===== config.mk =====
export PLATFORM = sky130hd
export DESIGN_NAME = me_req_sequencer
export DESIGN_NICKNAME = d
export VERILOG_FILES = /design/src/rtl/me_req_sequencer.sv
export SDC_FILE = /design/constraint.sdc
export NUM_CORES = 1
export LEC_CHECK = 0
export ABC_CLOCK_PERIOD_IN_PS = 2200
export BUFFER_PORTS_ARGS = -buffer_cell sky130_fd_sc_hd__buf_2
export CAP_MARGIN = 10
export CORE_ASPECT_RATIO = 0.75
export CORE_MARGIN = 3
export CORE_UTILIZATION = 53
export DETAILED_ROUTE_END_ITERATION = 10
export PLACE_DENSITY_LB_ADDON = 0.08
export SLEW_MARGIN = 20
export SYNTH_ARGS = -nofsm -noshare
export SYNTH_HDL_FRONTEND = slang
export SYNTH_SLANG_ARGS = --single-unit

===== constraint.sdc =====
create_clock -name clk -period 2.2 [get_ports clk]
set_input_delay 0.11 -clock clk [delete_from_list [all_inputs] [get_ports clk]]
set_output_delay 0.11 -clock clk [all_outputs]
set_load 0.05 [all_outputs]

===== src/rtl/me_req_sequencer.sv =====
// me_req_sequencer: initiator side of the motion-estimation req/ack handshake.
// Walks the frame in raster order; per macroblock it pulses mb_load, waits for
// the loader, raises req to the full-search core, captures the result on ack,
// waits for ack to drop and then offers one record on a valid/ready stream.
// A watchdog aborts the frame if ack never arrives.
//
// Ports:
//   clk, rst_n                 clock / async active-low reset
//   start                      frame start (sampled only in IDLE)
//   busy, frame_done, err      frame status (err is sticky until next start)
//   mb_x, mb_y, mb_load        current block index and loader trigger pulse
//   mb_load_done               loader completion
//   req, ack, min_sad, min_mvec  handshake with the search core
//   res_*                      result record stream (valid/ready)
module me_req_sequencer #(
  parameter int unsigned SAD_WIDTH      = 16,
  parameter int unsigned MVEC_WIDTH     = 12,
  parameter int unsigned MB_COLS        = 4,
  parameter int unsigned MB_ROWS        = 4,
  parameter int unsigned IDX_WIDTH      = 8,
  parameter int unsigned TIMEOUT_CYCLES = 8192,
  parameter int unsigned TO_WIDTH       = 14
) (
  input  logic                  clk,
  input  logic                  rst_n,
  input  logic                  start,
  output logic                  busy,
  output logic                  frame_done,
  output logic                  err,
  output logic [IDX_WIDTH-1:0]  mb_x,
  output logic [IDX_WIDTH-1:0]  mb_y,
  output logic                  mb_load,
  input  logic                  mb_load_done,
  output logic                  req,
  input  logic                  ack,
  input  logic [SAD_WIDTH-1:0]  min_sad,
  input  logic [MVEC_WIDTH-1:0] min_mvec,
  output logic                  res_valid,
  input  logic                  res_ready,
  output logic [SAD_WIDTH-1:0]  res_sad,
  output logic [MVEC_WIDTH-1:0] res_mvec,
  output logic [IDX_WIDTH-1:0]  res_mb_x,
  output logic [IDX_WIDTH-1:0]  res_mb_y,
  output logic                  res_last
);

  localparam logic [IDX_WIDTH-1:0] LAST_X  = IDX_WIDTH'(MB_COLS - 1);
  localparam logic [IDX_WIDTH-1:0] LAST_Y  = IDX_WIDTH'(MB_ROWS - 1);
  localparam logic [TO_WIDTH-1:0]  TO_LAST = TO_WIDTH'(TIMEOUT_CYCLES - 1);

  typedef enum logic [2:0] {
    S_IDLE,
    S_LOAD_REQ,
    S_LOAD_WAIT,
    S_SEARCH,
    S_RELEASE,
    S_OUTPUT,
    S_ABORT
  } state_t;

  state_t                state, state_d;
  logic [TO_WIDTH-1:0]   to_cnt, to_cnt_d;
  logic                  busy_d, frame_done_d, err_d, mb_load_d, req_d;
  logic [IDX_WIDTH-1:0]  mb_x_d, mb_y_d, res_mb_x_d, res_mb_y_d;
  logic                  res_valid_d, res_last_d;
  logic [SAD_WIDTH-1:0]  res_sad_d;
  logic [MVEC_WIDTH-1:0] res_mvec_d;

  // State and all registered outputs.
  always_ff @(posedge clk or negedge rst_n) begin
    if (!rst_n) begin
      state      <= S_IDLE;
      to_cnt     <= '0;
      busy       <= 1'b0;
      frame_done <= 1'b0;
      err        <= 1'b0;
      mb_x       <= '0;
      mb_y       <= '0;
      mb_load    <= 1'b0;
      req        <= 1'b0;
      res_valid  <= 1'b0;
      res_sad    <= '1;
      res_mvec   <= '0;
      res_mb_x   <= '0;
      res_mb_y   <= '0;
      res_last   <= 1'b0;
    end else begin
      state      <= state_d;
      to_cnt     <= to_cnt_d;
      busy       <= busy_d;
      frame_done <= frame_done_d;
      err        <= err_d;
      mb_x       <= mb_x_d;
      mb_y       <= mb_y_d;
      mb_load    <= mb_load_d;
      req        <= req_d;
      res_valid  <= res_valid_d;
      res_sad    <= res_sad_d;
      res_mvec   <= res_mvec_d;
      res_mb_x   <= res_mb_x_d;
      res_mb_y   <= res_mb_y_d;
      res_last   <= res_last_d;
    end
  end

  // Next-state and next-output logic; pulses default low, everything else holds.
  always_comb begin
    state_d      = state;
    to_cnt_d     = to_cnt;
    busy_d       = busy;
    frame_done_d = 1'b0;
    err_d        = err;
    mb_x_d       = mb_x;
    mb_y_d       = mb_y;
    mb_load_d    = 1'b0;
    req_d        = req;
    res_valid_d  = res_valid;
    res_sad_d    = res_sad;
    res_mvec_d   = res_mvec;
    res_mb_x_d   = res_mb_x;
    res_mb_y_d   = res_mb_y;
    res_last_d   = res_last;

    case (state)
      S_IDLE: begin
        if (start) begin
          busy_d    = 1'b1;
          err_d     = 1'b0;
          mb_x_d    = '0;
          mb_y_d    = '0;
          mb_load_d = 1'b1;
          state_d   = S_LOAD_REQ;
        end
      end

      // mb_load is high for exactly the cycle spent here.
      S_LOAD_REQ: state_d = S_LOAD_WAIT;

      S_LOAD_WAIT: begin
        if (mb_load_done) begin
          req_d    = 1'b1;
          to_cnt_d = '0;
          state_d  = S_SEARCH;
        end
      end

      // ack is checked before the watchdog so a late-but-valid result is kept.
      S_SEARCH: begin
        if (ack) begin
          res_sad_d  = min_sad;
          res_mvec_d = min_mvec;
          res_mb_x_d = mb_x;
          res_mb_y_d = mb_y;
          res_last_d = (mb_x == LAST_X) && (mb_y == LAST_Y);
          req_d      = 1'b0;
          state_d    = S_RELEASE;
        end else if (to_cnt == TO_LAST) begin
          req_d        = 1'b0;
          err_d        = 1'b1;
          frame_done_d = 1'b1;
          state_d      = S_ABORT;
        end else begin
          to_cnt_d = to_cnt + TO_WIDTH'(1);
        end
      end

      // Hold off until the core drops ack so the next req starts a clean handshake.
      S_RELEASE: begin
        if (!ack) begin
          res_valid_d = 1'b1;
          state_d     = S_OUTPUT;
        end
      end

      S_OUTPUT: begin
        if (res_valid && res_ready) begin
          res_valid_d = 1'b0;
          if (res_last) begin
            busy_d       = 1'b0;
            frame_done_d = 1'b1;
            state_d      = S_IDLE;
          end else begin
            if (mb_x == LAST_X) begin
              mb_x_d = '0;
              mb_y_d = mb_y + IDX_WIDTH'(1);
            end else begin
              mb_x_d = mb_x + IDX_WIDTH'(1);
            end
            mb_load_d = 1'b1;
            state_d   = S_LOAD_REQ;
          end
        end
      end

      // frame_done is already high for this cycle; drop busy and go idle.
      S_ABORT: begin
        busy_d  = 1'b0;
        state_d = S_IDLE;
      end

      default: state_d = S_IDLE;
    endcase
  end

endmodule


# Yosys cells after proc, flatten, opt, wreduce, memory -nomap -nowiden
# Cells that the tools add are included.
# word_totals
reg_bits	84
inputBits	34
out_inout_bits	67
elab_cells	100
# classes
n_addsub	3
eq_ne	20
muxes	45
n_reduce_logical	17
# ops
cell	n
$mux W8	7
$mux W14	3
$pmux W8 S2	2
$pmux W14 S2	1
$ne A2 B2 Y1 const B	10
$mux W1	19
$mux W3	6
$pmux W3 S6	1
$add A8 B1 Y8 const B	2
$eq A8 B2 Y1 const B	2
$reduce_and A4 Y1	4
$add A14 B1 Y14 const B	1
$eq A14 B13 Y1 const B	1
$pmux W1 S2	5
$reduce_and A5 Y1	2
$eq A3 B3 Y1 const B	3
$reduce_bool A2 Y1	4
$eq A3 B2 Y1 const B	2
$reduce_and A3 Y1	2
$eq A3 B1 Y1 const B	1
$logic_not A3 Y1	1
$ne A3 B3 Y1 const B	1
$pmux W1 S3	1
$reduce_bool A3 Y1	1
2 further kinds	3

# Depth between registers and ports, before layout
# Gate-level depths: netlist of run 1.
# logic_depth
ltp_word	5
ltp_mapped	6
ltp_nobuf	5

# Worst setup path before layout of run 1
# Ideal clock, no wire load.
# synth_path
path_type	register to register
start	register mb_x[0]
end	register mb_y[3]
setup_ns	0.078
arrival_ns	2.121
t_required_ns	2.122
path_slack_ns	0.001
stages_incl_launch_ff	7
n_path_buf	1
synth_period_minus_slack_ns	2.199
cell_sequence	dfrtp_1 ha_1 nor4b_4 nand4_2 buf_2 or3_1 a21oi_1
# synth_between
elab_chain_len	3
# synth_rtl
element	line	source
start, declared	30	output logic [IDX_WIDTH-1:0] mb_x,
start signal, assigned	93	mb_x <= mb_x_d;
$eq A8 B2 Y1	183	if (mb_x == LAST_X) begin
$ne A2 B2 Y1 (no source line)	n/a	
$reduce_and A5 Y1 (no source line)	n/a	
end signal, assigned	94	mb_y <= mb_y_d;
end, declared	31	output logic [IDX_WIDTH-1:0] mb_y,
# Every way passes these cells.
# A chain may end at the register's enable or synchronous reset.

# Final worst setup path of run 1
# layout_path
start	register mb_x[0]
end	register mb_y[7]
# Same word-level chain as after synthesis.

==> flow_summary.yaml, run 1 <==
status:
  run_status: "finished, final reports clean"
timing:
  finalSetupViolations: 0
  post-route-min-period_ns: 2.04
  whs_ns: 0.105
  post-route-period-util: 0.925
  relSlewSlack: 0.499
  fmax_ghz: 0.491
  final-hold-violation-count: 0
  finalSetupTns_ns: 0
  finalMaxSlewViolations: 0
  tightest_slew_ns: 0.745
  rsz0062_at_grt: "false"
  setup_ws_ns: 0.164
  skew_ns: 0.00930
clocking:
  clockBufferDepth: 2
  post-cts-setup-buffers: 0
  clockRootBuffer: "clkbuf_8"
  numCtsBuffers: 9
  clk_pin_slew_ns: 0.09
  insertion_delay_ns: 0.35
  cts_max_level: 3
  cts_sinks: 84
  cts_tree: "yes"
synthesis:
  avgSynthCellArea_um2: 11.8
  synth.distinct_cells: 50
  synth_cells: 328
  synth_edf_count: 0
  ys_async_sr_fraction: 1.00
  ys_warn_count: 0
  syn_nets: 365
  syn_area_um2: 3870
  synth-main-ff-cell: "dfrtp_1"
  ys_seq_elements: 84
  yosysSeqAreaShare: 0.548
detailed_routing:
  wl_mm: 9.09
  vias: 3150
  initialDrtViolationCount: 215
  drc_errors: 0
  vias_per_cell: 5.53
  drt.antenna.violating_nets: 0
  wl_per_cell_um: 16.0
  first_pass_iters: 4
power:
  power_density_nw_per_um2: 1160
  ir_drop_mv: 0.881
  finalPower_mw: 5.85
  p_leak_nw: 2.39
min_path:
  hold_path.class: "input pin to register"
floorplan:
  die_height_um: 80
  die_area_um2: 8370
  die_w_um: 105
  core_um2: 6960
  num_rows: 26
  ioPinCount: 101
  start_util: 0.556
setup_path:
  critPathMaxFanout: 11
  arrival_ns: 2.31
  cp_cell_sequence: "ha_1 > nor4b_4 > nand4_4 > or4_1 > a21oi_1"
  cp-start-kind: "register"
  critical_path_class: "register to register"
  crit_slowest_cell: "or4_1"
  required_ns: 2.48
  critical_path.endpoint_type: "register"
  cpPeakStageDelay_ns: 0.56
placed_design:
  dp_hpwl_mm: 6.29
  post_dp_cell_area_um2: 4560
  place_worst_setup_slack_ns: 0.135
  numPortBuffers: 100
  place.gp.congestion: 0.811
grt:
  overflow: 0
  grt_max_degree: 47
  grt_pass1_vias: 3095
  grt_usage: 0.231
  grt_pass1_wl_mm: 15.4
  antenna_found_initial: 0
cells_and_area:
  seq_area_um2: 2120
  drive_above_1_share: 0.424
  multi_input_area_um2: 1690
  area_growth_pct: 30.4
  design_area_um2: 5050
  finalNetCount: 504
  diodes: 0
  fillers: 532
job:
  drv_cap: 0
==> repair_timing <==
item / CTS / global route
hold endpoints to repair: 60 / 0
endpoints found under the setup margin: 0 / 3
resized for setup: 0 / 2
hold buffers: 29 / 0
==> path summary, 6_finish.rpt <==
path | start | endpoint | slack, ns | depth (start not counted)
setup / recovery | mb_x[0] | mb_y[7] | 0.16 | 5
hold / removal | start | state[0] | 0.11 | 3
setup reg to reg | mb_x[0] | mb_y[7] | 0.16 | 5
hold reg to reg | req | req | 0.49 | 1
max in group asynchronous | rst_n | res_sad[0] | 1.26 | 3
min in group asynchronous | rst_n | to_cnt[4] | 0.26 | 2
==> layer usage <==
layer  part of all wire  global-route usage
met4              0.010              0.0668
met1               0.47               0.331
met3              0.059              0.0534
met2               0.46               0.354
met5                  0                   0
==> metrics by stage <==
step	utilization	instances
floorplan	-	328
global placement	0.655	525
detailed placement	0.655	525
CTS	0.723	570
global route	0.725	570
finish	0.725	570
==> cell usage after synthesis (5+ instances only) <==
master    number  area, um2
clkbuf_1       8       30.0
dfstp_2       16        420
dfrtp_1       68       1700
inv_1          5       18.8
o21ai_0       24        120
nand3_1       17       85.1
o31ai_1       12       90.1
nand2_1       26       97.6
buf_2          5       25.0
nor2_1         8       30.0
or4_1         10       75.1
mux2_2        44        495
a21oi_1       16       80.1
nand2b_1       6       37.5
==> state kept, by name (all words and copies together) (netlist names) <==
register / count
mb_load: 1
res_sad: 16
res_last: 1
req: 1
res_mb_x: 8
res_mb_y: 8
res_valid: 1
err: 1
res_mvec: 12
mb_y: 8
to_cnt: 14
frame_done: 1
busy: 1
mb_x: 8
state: 3
==> area by class of cell <==
type                    count  area share
flip-flops and latches     84       0.420
multi-input cells         226       0.335
repair buffers            141       0.180
clock buffers              10      0.0273
well taps                  98      0.0243
clock inverters             6     0.00942
inverters                   5     0.00372
==> report_power, final <==
part           internal [mW]  switching, mW
Sequential              2.02          0.231
Clock                  0.448          0.574
Combinational          0.791           1.78
Total                   3.26           2.59
==> kinds of logic (layout without fill, tap and decap cells) <==
logic type,after synthesis,in the layout,share of synthesized area
XOR/XNOR,2,2,0.00453
flip-flops,84,84,0.548
AO/OA/AOI/OAI,64,64,0.101
buffers and inverters,18,162,0.0191
AND/OR/NAND/NOR,109,109,0.179
multiplexers,48,48,0.138
adder cells (fa/ha/maj),3,3,0.00970
==> cell usage in the layout (no fill, tap or decap), drive strengths merged, types with 4 or more instances in the layout <==
cell type / instances
a21oi: 16
and3: 4
buf: 112
clkbuf: 10
clkinvlp: 4
dfrtp: 68
dfstp: 16
dlygate4sd3: 29
inv: 7
mux2: 44
mux2i: 4
nand2: 26
nand2b: 6
nand3: 17
nand3b: 4
nand4: 7
nor2: 8
nor3: 4
nor4: 5
o21ai: 24
o31ai: 12
or3: 4
or4: 10
==> worst max-delay path, delay by kind of cell (launching register included) <==
kind	cells	cell delay (ns)
flops	1	0.44
simple gates	3	1.09
compound gates	1	0.17
fa+ha+maj	1	0.26
(Power assumes the default switching activity.)
==> run 2: changes to the inputs <==
==> constraint.sdc (replaced) <==
create_clock -name clk -period 2.2 [get_ports clk]
set_input_delay 0.22 -clock clk [delete_from_list [all_inputs] [get_ports clk]]
set_output_delay 0.22 -clock clk [all_outputs]
set_load 0.05 [all_outputs]
==> flow_summary.yaml, run 2 (synthesis gave the netlist of run 1 again) <==
detailed_routing:
  wl_per_cell_um: 16.1
  wl_mm: 8.71
  drt.antenna.violating_nets: 0
  vias_per_cell: 5.60
  wl_met3_um: 470
  wl_met2_mm: 3.94
  drc_errors: 0
  first_pass_iters: 5
  initialDrtViolationCount: 186
  drt-met1-wl_mm: 4.24
  top_layer: "met4"
  vias: 3034
placed_design:
  dp_hpwl_mm: 6.29
  numPortBuffers: 100
  place.gp.congestion: 0.811
grt:
  grt_pass1_wl_mm: 14.6
  antenna_found_initial: 0
  grt_usage: 0.220
  overflow: 0
  grt_max_degree: 47
  grt_pass1_vias: 2949
timing:
  finalSetupViolations: 0
  rsz0062_at_grt: "false"
  skew_ns: 0.0106
  whs_ns: 0.0943
  relSlewSlack: 0.512
  final-hold-violation-count: 0
  post-route-min-period_ns: 2.03
  finalSetupTns_ns: 0
  post-route-period-util: 0.923
  fmax_ghz: 0.492
  tightest_slew_ns: 0.726
  finalMaxSlewViolations: 0
setup_path:
  crit_start: "mb_x[0]"
  critical_path.endpoint_type: "register"
  cpPeakStageDelay_ns: 0.55
  crit_slowest_cell: "or4_1"
  critPathMaxFanout: 11
  required_ns: 2.48
  arrival_ns: 2.31
  critical_path_class: "register to register"
  cp_cell_sequence: "ha_1 > nor4b_4 > nand4_4 > or4_1 > a21oi_1"
  cp-start-kind: "register"
  regToRegStartpoint: "mb_x[0]"
floorplan:
  die_height_um: 80
  die_w_um: 105
  die_area_um2: 8370
  start_util: 0.556
  ioPinCount: 101
  core_um2: 6960
  num_rows: 26
power:
  switching_share: 0.445
  ir_drop_mv: 0.877
  power_switching_mw: 2.58
  pwr-share-seq: 0.387
  power_density_nw_per_um2: 1220
  power_frac_clock: 0.176
  p_int_mw: 3.23
  p_leak_nw: 2.27
  comb_power_share: 0.436
  finalPower_mw: 5.81
cells_and_area:
  layout_commonest_cell: "buf_2"
  diodes: 0
  area_growth_pct: 23.2
  finalNetCount: 476
  largest_reg_flops: 16
  top_regs: "res_sad: 16 flops, to_cnt: 14 flops, res_mvec: 12 flops"
  regMostFlops: "res_sad"
  final_cell_mix: "buf_2 (99), dfrtp_1 (68), mux2_2 (44)"
  drive_above_1_share: 0.450
clocking:
  post-cts-setup-buffers: 0
  numCtsBuffers: 9
  cts_tree: "yes"
  cts_sinks: 84
  clockRootBuffer: "clkbuf_8"
  clockBufferDepth: 2
  clk_pin_slew_ns: 0.09
  cts_max_level: 3
  insertion_delay_ns: 0.35
min_path:
  hold_start: "min_sad[2]"
  hold_path.class: "input pin to register"
job:
  drv_cap: 0
status:
  run_status: "finished, final reports clean"
run 2: cell count changes in the layout (fill, tap and decap cells not counted):
cell | previous run | this run
dlygate4sd3_1 | 29 | 1
run 2: critical path, delay by kind of cell (launching register included):
kind / cells / cell delay (ns)
AND/OR/NAND/NOR: 3 / 1.08
AO/OA/AOI/OAI: 1 / 0.17
adder cells (fa/ha/maj): 1 / 0.27
flip-flops: 1 / 0.45
run 2: through the flow:
| stage | std cells | worst slack [ns] | instance area [um2] | utilization |
|---|---|---|---|---|
| 3_5_place_dp | 525 | 0.135 | 4560 | 0.655 |
| 4_1_cts | 542 | 0.118 | 4750 | 0.683 |
| 2_1_floorplan | 328 | 0.00120 | 3870 | - |
| 6_report | 542 | 0.169 | 4770 | 0.685 |
| 3_3_place_gp | 525 | 0.242 | 4560 | 0.655 |
| 5_1_grt | 542 | 0.0261 | 4770 | 0.685 |
run 2: per-layer routing:
metal / global-route usage / up-vias
li1: - / 1452
met1: 0.315 / 1489
met2: 0.332 / 89
met3: 0.0550 / 4
met4: 0.0629 / 0
met5: 0 / -
run 2: area by class of cell:
| type | instances | area, um2 |
|---|---|---|
| fillers | 566 | 2190 |
| flip-flops and latches | 84 | 2120 |
| multi-input cells | 226 | 1690 |
| repair buffers | 113 | 628 |
| clock buffers | 10 | 138 |
| well taps | 98 | 123 |
| clock inverters | 6 | 47.5 |
| inverters | 5 | 18.8 |
run 2: worst paths after layout:
check | depth (start not counted) | slack (ns) | endpoint
max reg2reg | 5 | 0.17 | mb_y[7]
max in group asynchronous | 3 | 1.14 | res_sad[0]
min | 2 | 0.09 | res_sad[2]
min in group asynchronous | 2 | 0.37 | to_cnt[4]
min reg2reg | 1 | 0.49 | req
max | 5 | 0.17 | mb_y[7]
run 2: what timing repair did:
action,in CTS,in global routing
resized for setup,0,2
hold buffers,1,0
endpoints found under the hold margin,32,0
setup endpoints to repair,0,3
run 2: power by group through the flow:
stage	combinational (mW)	clock [mW]	sequential, mW
2_1_floorplan	0.774	0	3.41
3_3_place_gp	2.51	0	2.25
3_5_place_dp	2.54	0	2.28
4_1_cts	2.55	1.06	2.25
5_1_grt	2.69	1.13	2.31
6_report	2.53	1.03	2.25
